**src/rtl/sha256_serial_host_if.sv**
```systemverilog
// Host-side byte handshakes of the SHA-256 serial host: message bytes in, digest bytes out.
interface sha256_serial_host_if;
    logic [7:0] msg_byte;
    logic       msg_valid;
    logic       msg_ready;
    logic [7:0] dig_byte;
    logic       dig_valid;
    logic       dig_ready;

    modport master (
        output msg_byte, msg_valid, dig_ready,
        input  msg_ready, dig_byte, dig_valid
    );
    modport slave (
        input  msg_byte, msg_valid, dig_ready,
        output msg_ready, dig_byte, dig_valid
    );
endinterface

```
**src/rtl/sha256_serial_host.sv**
```systemverilog
// Bridges a byte-wide host to a bit-serial SHA-256 core: serialises one 512-bit block,
// starts the core, waits for the digest with a timeout and streams the 32 digest bytes back.
module sha256_serial_host #(
    parameter int TIMEOUT_CYCLES = 1024
) (
    input  logic               clk,
    input  logic               rst_n,
    input  logic               ena,
    sha256_serial_host_if.slave host,
    output logic               sdo,
    output logic               sdo_en,
    output logic               blk_start,
    input  logic               core_done,
    input  logic               sdi,
    output logic               sdi_en,
    output logic               busy,
    output logic               err
);
    localparam int TW = $clog2(TIMEOUT_CYCLES + 1);
    localparam logic [TW-1:0] TMO_LAST = TW'(TIMEOUT_CYCLES - 1);

    typedef enum logic [2:0] {IDLE, LOAD, SHIFT, START, WAIT, READ, HOLD} state_t;

    state_t        state, state_nxt;
    logic [5:0]    byte_cnt;
    logic [2:0]    bit_cnt;
    logic [4:0]    dig_cnt;
    logic [TW-1:0] tmo_cnt;
    logic [7:0]    msg_sr;
    logic [7:0]    dig_sr;
    logic          msg_hs;
    logic          dig_hs;

    // msg_ready is already gated by ena, so a message handshake implies ena
    assign msg_hs = host.msg_valid && host.msg_ready;
    assign dig_hs = ena && (state == HOLD) && host.dig_valid && host.dig_ready;

    always_ff @(posedge clk) begin
        if (!rst_n)   state <= IDLE;
        else if (ena) state <= state_nxt;
    end

    always_comb begin
        state_nxt = state;
        case (state)
            IDLE, LOAD: if (msg_hs) state_nxt = SHIFT;
            SHIFT:      if (bit_cnt == 3'd7) state_nxt = (byte_cnt == 6'd63) ? START : LOAD;
            START:      state_nxt = WAIT;
            WAIT: begin
                if (core_done)                state_nxt = READ;
                else if (tmo_cnt == TMO_LAST) state_nxt = IDLE;
            end
            READ:       if (bit_cnt == 3'd7) state_nxt = HOLD;
            HOLD:       if (dig_hs) state_nxt = (dig_cnt == 5'd31) ? IDLE : READ;
            default:    state_nxt = IDLE;
        endcase
    end

    always_comb begin
        host.msg_ready = 1'b0;
        sdo_en         = 1'b0;
        blk_start      = 1'b0;
        sdi_en         = 1'b0;
        if (ena) begin
            case (state)
                IDLE, LOAD: host.msg_ready = 1'b1;
                SHIFT:      sdo_en         = 1'b1;
                START:      blk_start      = 1'b1;
                READ:       sdi_en         = 1'b1;
                default:    ;
            endcase
        end
    end

    assign sdo  = sdo_en & msg_sr[7];
    assign busy = (state != IDLE);

    always_ff @(posedge clk) begin
        if (!rst_n) begin
            byte_cnt       <= '0;
            bit_cnt        <= '0;
            dig_cnt        <= '0;
            tmo_cnt        <= '0;
            msg_sr         <= '0;
            dig_sr         <= '0;
            host.dig_byte  <= '0;
            host.dig_valid <= 1'b0;
            err            <= 1'b0;
        end else if (ena) begin
            case (state)
                IDLE: if (msg_hs) begin
                    msg_sr   <= host.msg_byte;
                    byte_cnt <= '0;
                    bit_cnt  <= '0;
                    err      <= 1'b0;
                end
                LOAD: if (msg_hs) begin
                    msg_sr  <= host.msg_byte;
                    bit_cnt <= '0;
                end
                SHIFT: begin
                    msg_sr  <= {msg_sr[6:0], 1'b0};
                    bit_cnt <= bit_cnt + 3'd1;
                    if (bit_cnt == 3'd7 && byte_cnt != 6'd63) byte_cnt <= byte_cnt + 6'd1;
                end
                START: tmo_cnt <= '0;
                WAIT: begin
                    if (core_done) begin
                        dig_cnt <= '0;
                        bit_cnt <= '0;
                    end else begin
                        tmo_cnt <= tmo_cnt + TW'(1);
                        if (tmo_cnt == TMO_LAST) err <= 1'b1;
                    end
                end
                READ: begin
                    // sdi lands in the LSB so the first digest bit ends up as bit 7
                    dig_sr  <= {dig_sr[6:0], sdi};
                    bit_cnt <= bit_cnt + 3'd1;
                    if (bit_cnt == 3'd7) begin
                        host.dig_byte  <= {dig_sr[6:0], sdi};
                        host.dig_valid <= 1'b1;
                    end
                end
                HOLD: if (dig_hs) begin
                    host.dig_valid <= 1'b0;
                    if (dig_cnt != 5'd31) dig_cnt <= dig_cnt + 5'd1;
                end
                default: ;
            endcase
        end
    end
endmodule

```
**src/flat_wrapper.sv**
```systemverilog
// flat-port wrapper written by rule: the top's interface ports become plain ports
module sha256_serial_host_flat 
#(
    parameter int TIMEOUT_CYCLES = 1024
)
  (clk, rst_n, ena, sdo, sdo_en, blk_start, core_done, sdi, sdi_en, busy, err, host_msg_byte, host_msg_valid, host_dig_ready, host_msg_ready, host_dig_byte, host_dig_valid);
  sha256_serial_host_if host_i ();
  input  logic clk;
  input  logic rst_n;
  input  logic ena;
  output logic sdo;
  output logic sdo_en;
  output logic blk_start;
  input  logic core_done;
  input  logic sdi;
  output logic sdi_en;
  output logic busy;
  output logic err;
  input wire logic [$bits(host_i.msg_byte)-1:0] host_msg_byte;
  input wire logic [$bits(host_i.msg_valid)-1:0] host_msg_valid;
  input wire logic [$bits(host_i.dig_ready)-1:0] host_dig_ready;
  output wire logic [$bits(host_i.msg_ready)-1:0] host_msg_ready;
  output wire logic [$bits(host_i.dig_byte)-1:0] host_dig_byte;
  output wire logic [$bits(host_i.dig_valid)-1:0] host_dig_valid;
  assign host_i.msg_byte = host_msg_byte;
  assign host_i.msg_valid = host_msg_valid;
  assign host_i.dig_ready = host_dig_ready;
  assign host_msg_ready = host_i.msg_ready;
  assign host_dig_byte = host_i.dig_byte;
  assign host_dig_valid = host_i.dig_valid;
  sha256_serial_host #(.TIMEOUT_CYCLES(TIMEOUT_CYCLES)) u_core (.clk(clk), .rst_n(rst_n), .ena(ena), .host(host_i), .sdo(sdo), .sdo_en(sdo_en), .blk_start(blk_start), .core_done(core_done), .sdi(sdi), .sdi_en(sdi_en), .busy(busy), .err(err));
endmodule
```
**config.mk**
```make
export PLATFORM = sky130hd
export DESIGN_NAME = sha256_serial_host_flat
export DESIGN_NICKNAME = d
export VERILOG_FILES = /design/src/rtl/sha256_serial_host_if.sv /design/src/rtl/sha256_serial_host.sv /design/src/flat_wrapper.sv
export SDC_FILE = /design/constraint.sdc
export NUM_CORES = 1
export LEC_CHECK = 0
export ABC_CLOCK_PERIOD_IN_PS = 5850
export BUFFER_PORTS_ARGS = -buffer_cell sky130_fd_sc_hd__buf_2
export CORE_MARGIN = 8
export CORE_UTILIZATION = 62
export DETAILED_ROUTE_END_ITERATION = 10
export GPL_TIMING_DRIVEN = 0
export PLACE_DENSITY = 0.84
export SLEW_MARGIN = 20
export SYNTH_ARGS = -nofsm -noshare
export SYNTH_HDL_FRONTEND = slang
export SYNTH_SLANG_ARGS = --single-unit
```
**constraint.sdc**
```tcl
create_clock -name clk -period 5.85 [get_ports clk]
set_clock_uncertainty 0.1 [all_clocks]
set_input_delay 0 -clock clk [delete_from_list [all_inputs] [get_ports clk]]
set_output_delay 0 -clock clk [all_outputs]
set_load 0.03 [all_outputs]
```
==> qor.csv, run 1 <==
metric;value;unit
top post-synthesis cells by area;dfxtp_1 (40%), nand2_1 (7.4%), a21oi_1 (6.4%);
Max clock buf depth;2;
f_max;0.440;GHz
Rel. slew slack;56.8;%
Post-Route Utilization;72.4;%
GRT Overall Usage;19.9;%
Finished Layout Cells;428;
cell chosen for the clock root;clkbuf_8;
cell count after placement;410;
Final #Nets;396;
Post-DRT Antenna Nets;0;
outcome;finished, final reports clean;
Finished Cell Area;0.00309;mm2
final RePlAce weighted congestion;0.879;
DRT Pass-1 Iters;5;
minimum clock period;2.27;ns
Worst EP required;5.75;ns
largest net degree at the start of global routing;19;
H-tree Lvls;2;
Async SR Flop Fraction;0;%
count of cell types in the netlist;54;
crit share post-route;38.9;%
dominant cell type by area after synthesis;dfxtp_1;
global-route wire length before repair;10700;um
Vias/cell;6.12;
clk sinks;53;
Buffers on Ports;30;
Final Max Tran Viols;0;
post-CTS sizing;0;
post-synthesis sequential area ratio;39.6;%
DRC violations left;0;
CP Class;flip-flop to primary output;
final hold violations;0;
die boundary width;81.7;um
Max Cap Viol;0;
Post-Syn Nets;349;
worst min path class;input pin to flip-flop;
Max FO, Critical Path;10;
synth warn;0;
final setup fails;0;
CORE AREA;0.00426;mm2
clk_lat worst skew;0.32;ns
initial antenna violation count;0;
I/O Pins;31;
Row Count;24;
worst-margin pin slew;0.645;ns
DRT iter0 DRCs;207;
Avg Inst Size Synth;8.17;um2
die extent in y;81.7;um
Vias;2621;
total CTS buffers;5;
HPWL Detailed;4400;um
GRT overflow;0;
Starting Density;62.8;%
ant diodes;0;
Post-synth top flop;dfxtp_1;
pwr dens;222;mW/mm2
worst IR drop on VDD;0.174;mV
die area;0.00668;mm2
crit path DAT;2.17;ns
layout cells sized above 1;16.0;%
leak pwr;1.16;nW
routed wire length;6420;um
vias in the first global route;2327;
EDFF count, synth;0;
synthesis-stage register bit count;53;
commonest cells after routing, fill and taps aside;nand2_1 (53), dfxtp_1 (53), buf_2 (34), a21oi_1 (34), nand3_1 (19);
CP Capture Type;primary output;
CTS tree;built;
Worst Setup Start Kind;flip-flop;
Clk pin slew, worst setup/hold paths;0.10;ns
Post-DP Area;0.00289;mm2
Setup TNS Final;0;ns
total power draw;0.685;mW
RSZ-0062 raised after global routing;false;
Layout area overhead;15.3;%
Avg WL per Cell;15.0;um
Cell Area, Synth;0.00268;mm2
Synth top area share;39.6;%
Post-Synthesis Cells;328;
[logic make-up (layout without fill, tap and decap cells)]
group                    Yosys count  after routing  share of synthesized area (%)
AO/OA/AOI/OAI                     81             81                           20.0
XOR/XNOR                           4              4                           1.31
adder cells (fa/ha/maj)            6              6                           2.80
buffers and inverters             30             78                           4.67
flip-flops                        53             53                           39.6
multiplexers                       6              6                           2.34
AND/OR/NAND/NOR                  148            148                           29.2
[flip-flops by register name (all words and copies together), names as in the netlist]
name,cells
u_core.tmo_cnt,11
u_core.host.dig_byte,8
u_core.msg_sr,8
u_core.dig_sr,7
u_core.byte_cnt,6
u_core.dig_cnt,5
u_core.bit_cnt,3
u_core.state,3
u_core.err,1
u_core.host.dig_valid,1
[timing repair]
| item | in CTS | in global routing |
|---|---|---|
| endpoints found under the hold margin | 11 | 0 |
| setup buffers | 0 | 0 |
| hold buffers | 10 | 0 |
[stage by stage]
| step | setup slack [ns] | hold WS [ns] |
|---|---|---|
| 2_1_floorplan | 3.92 | 0.0360 |
| 3_3_place_gp | 3.79 | 0.156 |
| 3_5_place_dp | 3.75 | 0.161 |
| 4_1_cts | 3.61 | 0.00510 |
| 5_1_grt | 3.43 | 0.0356 |
| 6_report | 3.58 | 0.00833 |
[report_power, final]
part / switching [mW] / internal, mW
registers: 0.00642 / 0.369
clock network: 0.132 / 0.0873
logic: 0.0564 / 0.0348
total: 0.195 / 0.491
[layout make-up]
cell class,count,area [um2]
Clock inverter,3,26.3
Clock buffer,5,68.8
Inverter,12,45.0
Timing Repair Buffer,40,250
Tap cell,52,65.1
Fill cell,339,1170
Multi-Input combinational cell,245,1490
Buffer,18,80.1
Sequential cell,53,1060
[path summary, 6_finish.rpt]
check | startpoint | to | slack (ns) | cells after the start
hold reg to reg | u_core.host.dig_byte[6] | u_core.host.dig_byte[6] | 0.36 | 2
setup reg to reg | u_core.state[1] | u_core.msg_sr[7] | 3.74 | 5
setup / recovery | u_core.state[0] | sdi_en | 3.58 | 5
hold / removal | rst_n | u_core.state[0] | 0.008 | 4
[synthesized netlist by cell type, types with 2 or more instances]
master     count
a21oi_1       34
a311oi_1       9
a31oi_1        2
a32oi_1        2
and2_1         2
and3_1         5
and4_1         2
buf_2          4
buf_4          2
clkbuf_1      11
dfxtp_1       53
ha_1           6
inv_1         10
inv_2          2
mux2_2         2
mux2i_1        4
nand2_1       53
nand2b_1       6
nand3_1       19
nand3b_1       2
nand4_1        9
nor2_1        18
nor2b_1        3
nor3_1         3
nor4_1         3
o2111ai_1      2
o211ai_1       4
o21ai_0       12
o31ai_1        3
or2_2          2
or3_1          7
or3b_2         2
or4_1          6
xor2_1         4
[worst max-delay path, cell delays in order, from the launching register on]
cell and delay, ns:
dfxtp_1 0.50, buf_2 0.26, nand4_1 0.36, inv_2 0.27, buf_2 0.24, buf_2 0.23
[metal layers]
metal	vias to the layer above	share of wire [%]	track usage [%]
li1	1298	-	-
met1	1226	46	26.6
met2	84	47	30.9
met3	13	6.4	4.16
met4	0	1.3	7.37
met5	-	0	0
Note: power is estimated with default switching activity, not from simulation.
==> run 2, diff against run 1 <==
--- a/config.mk
+++ b/config.mk
@@ -5,13 +5,14 @@
 export SDC_FILE = /design/constraint.sdc
 export NUM_CORES = 1
 export LEC_CHECK = 0
-export ABC_CLOCK_PERIOD_IN_PS = 5850
+export ABC_AREA = 1
+export ABC_CLOCK_PERIOD_IN_PS = 1900
 export BUFFER_PORTS_ARGS = -buffer_cell sky130_fd_sc_hd__buf_2
 export CORE_MARGIN = 8
-export CORE_UTILIZATION = 62
+export CORE_UTILIZATION = 52
 export DETAILED_ROUTE_END_ITERATION = 10
 export GPL_TIMING_DRIVEN = 0
-export PLACE_DENSITY = 0.84
+export PLACE_DENSITY = 0.75
 export SLEW_MARGIN = 20
 export SYNTH_ARGS = -nofsm -noshare
 export SYNTH_HDL_FRONTEND = slang
==> constraint.sdc (replaced) <==
create_clock -name clk -period 1.9 [get_ports clk]
set_clock_uncertainty 0.1 [all_clocks]
set_input_delay 0 -clock clk [delete_from_list [all_inputs] [get_ports clk]]
set_output_delay 0 -clock clk [all_outputs]
set_load 0.03 [all_outputs]
==> qor.csv, run 2 <==
metric;value;unit
outcome;finished, final reports clean;
die area;0.00780;mm2
largest register by flop count;u_core.tmo_cnt;
worst min path class;input pin to flip-flop;
Async SR Flop Fraction;0;%
Clk pin slew, worst setup/hold paths;0.08;ns
RSZ-0062 raised after global routing;false;
Combinational Power Share;27.3;%
Layout area overhead;17.3;%
Avg WL per Cell;12.2;um
Finished Cell Area;0.00319;mm2
routed wire length;6260;um
commonest non-fill, non-tap cell in the layout;nand2_1;
Starting Density;53.6;%
Post-Synthesis Cells;390;
dominant cell type by area after synthesis;dfxtp_1;
GRT overflow;0;
setup ws final;0.162;ns
Post-synth top flop;dfxtp_1;
Post-Route Utilization;62.9;%
CORE AREA;0.00507;mm2
top post-synthesis cells by area;dfxtp_1 (39%), nand2_1 (12%), nor2_1 (8.8%);
Setup TNS Final;0;ns
Worst EP required;2.04;ns
Final #Nets;462;
die extent in y;88.3;um
Place WS;0.169;ns
GRT Overall Usage;17.6;%
ant diodes;0;
layout cells sized above 1;16.6;%
final hold violations;0;
Post-DP Area;0.00295;mm2
Cell Area, Synth;0.00272;mm2
Vias/cell;5.05;
count of cell types in the netlist;32;
Max Cap Viol;0;
Avg Inst Size Synth;6.97;um2
Buffers on Ports;29;
f_max;0.575;GHz
P_int;1.71;mW
net load switching power;0.844;mW
Max clock buf depth;2;
top post-synthesis cells by count;nand2_1 (85), nor2_1 (64), dfxtp_1 (53), a21oi_1 (31), inv_1 (31);
global-route wire length before repair;11100;um
Row Count;26;
Final Max Tran Viols;0;
Synth top area share;39.0;%
commonest cells after routing, fill and taps aside;nand2_1 (85), nor2_1 (63), dfxtp_1 (53);
top-count cell post-synth;nand2_1;
DRC violations left;0;
crit share post-route;91.5;%
Worst Setup Start Kind;flip-flop;
EDFF count, synth;0;
crit path DAT;1.87;ns
H-tree Lvls;2;
clock share of power;25.1;%
Sw Ratio;33.1;%
DRT Pass-1 Iters;4;
cell chosen for the clock root;clkbuf_8;
largest net degree at the start of global routing;15;
total CTS buffers;5;
Finished Layout Cells;511;
leak pwr;1.37;nW
final setup fails;0;
cell count after placement;489;
worst-margin pin slew;0.598;ns
DRT iter0 DRCs;164;
Rel. slew slack;60.1;%
part of the power in registers;47.6;%
hold path startpoint;sdi;
CP Capture Type;flip-flop;
worst IR drop on VDD;0.464;mV
Top Registers;u_core.tmo_cnt (11), u_core.host.dig_byte (8), u_core.msg_sr (8);
final RePlAce weighted congestion;0.873;
Post-Syn Nets;411;
Setup Fix Bufs, Post-CTS;0;
synthesis-stage register bit count;53;
clk sinks;53;
die boundary width;88.3;um
Max FO, Critical Path;7;
HPWL Detailed;4580;um
clk_lat worst skew;0.31;ns
CP Class;flip-flop to flip-flop;
synth warn;0;
post-synthesis sequential area ratio;39.0;%
pwr dens;800;mW/mm2
Post-DRT Antenna Nets;0;
vias in the first global route;2588;
R2R Path Start;u_core.dig_cnt[0];
max FFs per register;11;
initial antenna violation count;0;
I/O Pins;31;
CP startpoint;u_core.dig_cnt[0];
CTS tree;built;
Vias;2582;
minimum clock period;1.74;ns
run 2: changes by cell type after synthesis, moves of 8 or more:
cell,previous run,this run
nor2_1,18,64
nand3_1,19,29
o21ai_1,0,8
nand2_1,53,85
inv_1,10,31
a311oi_1,9,0
run 2: metrics by stage:
step	power [mW]	hold WS [ns]
CTS	2.58	0.358
floorplan	1.76	0.0349
detailed placement	1.91	0.155
global route	2.72	0.400
global placement	1.89	0.153
finish	2.55	0.367
run 2: kinds of logic after synthesis:
logic type               count (synthesis)  synth area share [%]
buffers and inverters                   52                  8.47
AND/OR/NAND/NOR                        203                  33.6
XOR/XNOR                                 4                  1.29
flip-flops                              53                  39.0
adder cells (fa/ha/maj)                  6                  2.76
AO/OA/AOI/OAI                           72                  14.9
run 2: power groups by stage:
stage                     Clock, mW  Combinational [mW]  Sequential (mW)
after floorplan                   0               0.516             1.24
after global placement            0               0.651             1.24
after detailed placement          0               0.668             1.24
after CTS                     0.668               0.694             1.22
after global routing          0.711               0.780             1.22
final                         0.641               0.696             1.22
run 2: critical path, stage by stage, from the launching register on:
cell and delay (ns):
dfxtp_1 0.34, ha_1 0.20, inv_1 0.08, nor2_1 0.05, ha_1 0.19, nand2_1 0.07, nand3_1 0.07, nor2_1 0.12
nand2_2 0.13, inv_2 0.11, nand3_1 0.08, a21oi_1 0.12
run 2: layer usage:
layer	track usage, %	share of wire [%]	vias to the layer above
met5	0	0	-
met4	8.14	1.6	0
met3	2.97	4.9	10
met2	29.5	46	54
met1	21.4	48	1154
li1	-	-	1364
run 2: cell type report:
type                       instances  area (um2)
multi-input combinational        285        1430
buffer                            13        81.3
inverter                          39         149
tap                               70        87.6
fill                             499        1880
sequential                        53        1060
clock buffer                       7        86.3
timing repair buffer              44         295
run 2: path summary, 6_finish.rpt:
check | end | slack, ns | cells after the start
min | u_core.host.dig_byte[0] | 0.37 | 4
min reg2reg | u_core.dig_sr[6] | 0.37 | 2
max reg2reg | u_core.dig_cnt[1] | 0.16 | 11
max | u_core.dig_cnt[1] | 0.16 | 11
run 2: timing repair:
action | in CTS | in global routing
hold buffers | 15 | 0
gates resized for setup | 0 | 1
setup endpoints to repair | 0 | 3
hold endpoints to repair | 12 | 0
==> run 3, diff against run 2 <==
--- a/config.mk
+++ b/config.mk
@@ -6,7 +6,7 @@
 export NUM_CORES = 1
 export LEC_CHECK = 0
 export ABC_AREA = 1
-export ABC_CLOCK_PERIOD_IN_PS = 1900
+export ABC_CLOCK_PERIOD_IN_PS = 1530
 export BUFFER_PORTS_ARGS = -buffer_cell sky130_fd_sc_hd__buf_2
 export CORE_MARGIN = 8
 export CORE_UTILIZATION = 52
==> constraint.sdc (replaced) <==
create_clock -name clk -period 1.53 [get_ports clk]
set_clock_uncertainty 0.1 [all_clocks]
set_input_delay 0 -clock clk [delete_from_list [all_inputs] [get_ports clk]]
set_output_delay 0 -clock clk [all_outputs]
set_load 0.03 [all_outputs]
==> qor.csv, run 3 (same netlist as run 2, synthesis figures left out) <==
metric;value;unit
outcome;finished with violations;
failing checks;setup timing;
cell count after placement;489;
R2R Path Start;u_core.dig_cnt[1];
die extent in y;88.3;um
Rel. slew slack;56.7;%
CP Class;flip-flop to flip-flop;
GRT Overall Usage;18.3;%
total CTS buffers;5;
FF-to-FF setup slack;-0.09;ns
pwr dens;952;mW/mm2
Starting Density;53.6;%
Worst Setup Start Kind;flip-flop;
Layout area overhead;36.9;%
Sw Ratio;36.0;%
H-tree Lvls;2;
DRT iter0 DRCs;177;
Max FO, Critical Path;7;
Vias;2816;
Buffers on Ports;29;
Max Cap Viol;0;
Final #Nets;487;
worst-margin pin slew;0.649;ns
commonest cells after routing, fill and taps aside;nand2_1 (72), nor2_1 (54), dfxtp_1 (43);
layout cells sized above 1;33.6;%
reg-to-reg critical path endpoint;u_core.dig_cnt[2];
commonest non-fill, non-tap cell in the layout;nand2_1;
Combinational Power Share;33.1;%
clk_lat worst skew;0.32;ns
minimum clock period;1.62;ns
Worst EP required;1.61;ns
part of the power in registers;42.9;%
GRT overflow;0;
max FFs per register;11;
final hold violations;0;
DRC violations left;0;
DRT Pass-1 Iters;4;
I/O Pins;31;
die area;0.00780;mm2
RSZ-0062 raised after global routing;true;
R2R depth;11;
largest net degree at the start of global routing;20;
f_max;0.617;GHz
crit share post-route;106;%
final RePlAce weighted congestion;0.956;
final setup fails;18;
vias in the first global route;2646;
CP Capture Type;flip-flop;
leak pwr;1.55;nW
net load switching power;1.28;mW
clock share of power;24.0;%
CORE AREA;0.00507;mm2
Clk pin slew, worst setup/hold paths;0.10;ns
worst min path class;input pin to flip-flop;
routed wire length;7540;um
CP startpoint;u_core.dig_cnt[1];
Top Registers;u_core.tmo_cnt (11), u_core.host.dig_byte (8), u_core.msg_sr (8);
Post-DRT Antenna Nets;0;
P_int;2.27;mW
Setup TNS Final;-0.904;ns
initial antenna violation count;0;
setup ws final;-0.0914;ns
Max clock buf depth;2;
cell chosen for the clock root;clkbuf_8;
die boundary width;88.3;um
CTS tree;built;
Vias/cell;5.24;
Avg WL per Cell;14.0;um
ant diodes;0;
HPWL Detailed;4580;um
crit path DAT;1.70;ns
Final Max Tran Viols;0;
largest register by flop count;u_core.tmo_cnt;
clk sinks;53;
global-route wire length before repair;11400;um
worst IR drop on VDD;0.598;mV
Finished Layout Cells;537;
Row Count;26;
crit path to;u_core.dig_cnt[2];
run 3: cell count changes in the layout (fill, tap and decap cells not counted), sizes merged:
cell         before  now
buf              36   63
clkbuf           13   10
dlygate4sd3      15   14
inv              39   42
run 3: worst min-delay path by stage:
stage          startpoint                 endpoint  slack (ns)  cells after the start
2_1_floorplan         sdi  u_core.host.dig_byte[0]        0.03                      2
3_3_place_gp          sdi  u_core.host.dig_byte[0]        0.15                      3
3_5_place_dp          sdi  u_core.host.dig_byte[0]        0.15                      3
4_1_cts               ena         u_core.msg_sr[0]        0.06                      4
5_1_grt               ena         u_core.msg_sr[0]        0.11                      4
6_report              ena         u_core.msg_sr[0]        0.07                      4
run 3: power by group through the flow:
stage | combinational (mW) | sequential [mW] | clock (mW)
detailed placement | 0.832 | 1.54 | 0
global route | 1.27 | 1.53 | 0.923
CTS | 0.980 | 1.51 | 0.870
global placement | 0.813 | 1.54 | 0
floorplan | 0.641 | 1.54 | 0
finish | 1.17 | 1.52 | 0.849
run 3: final cells by class:
type / count / area [um2]
Tap cell: 70 / 87.6
Buffer: 11 / 92.6
Sequential cell: 53 / 1070
Fill cell: 385 / 1350
Clock buffer: 5 / 68.8
Clock inverter: 3 / 26.3
Timing Repair Buffer: 71 / 558
Inverter: 39 / 166
Multi-Input combinational cell: 285 / 1650
run 3: what timing repair did:
item	CTS	global route
hold endpoints to repair	12	0
hold buffers	14	0
pin swaps	13	11
gates resized for setup	30	73
setup endpoints to repair	29	50
cloned	1	1
buffers inserted	18	8
run 3: metal layers:
metal,up-vias,global-route usage (%),part of all wire (%),routed length (um)
met5,-,0,0,0
met1,1314,21.5,42,3180
li1,1418,-,-,-
met2,75,32.4,51,3850
met4,0,5.68,1.2,91
met3,9,3.81,5.6,419
run 3: critical path, stage by stage (launching register included):
cell	delay (ns)
dfxtp_2	0.35
ha_4	0.15
inv_2	0.05
nor2_2	0.04
ha_2	0.18
nand2_2	0.07
nand3_2	0.09
nor2_4	0.11
nand2_4	0.09
buf_4	0.15
nand2_2	0.05
a21oi_2	0.05
run 3: stage by stage:
stage	utilization [%]	hold slack, ns	power (mW)	instance area, um2	setup WS, ns
after floorplan	-	0.0349	2.18	2720	0.000347
after global placement	58.2	0.153	2.35	2960	-0.162
after detailed placement	58.2	0.149	2.37	2960	-0.215
after CTS	67.9	0.0562	3.36	3440	-0.110
after global routing	73.3	0.112	3.72	3720	-0.194
final	73.3	0.0725	3.54	3720	-0.0914
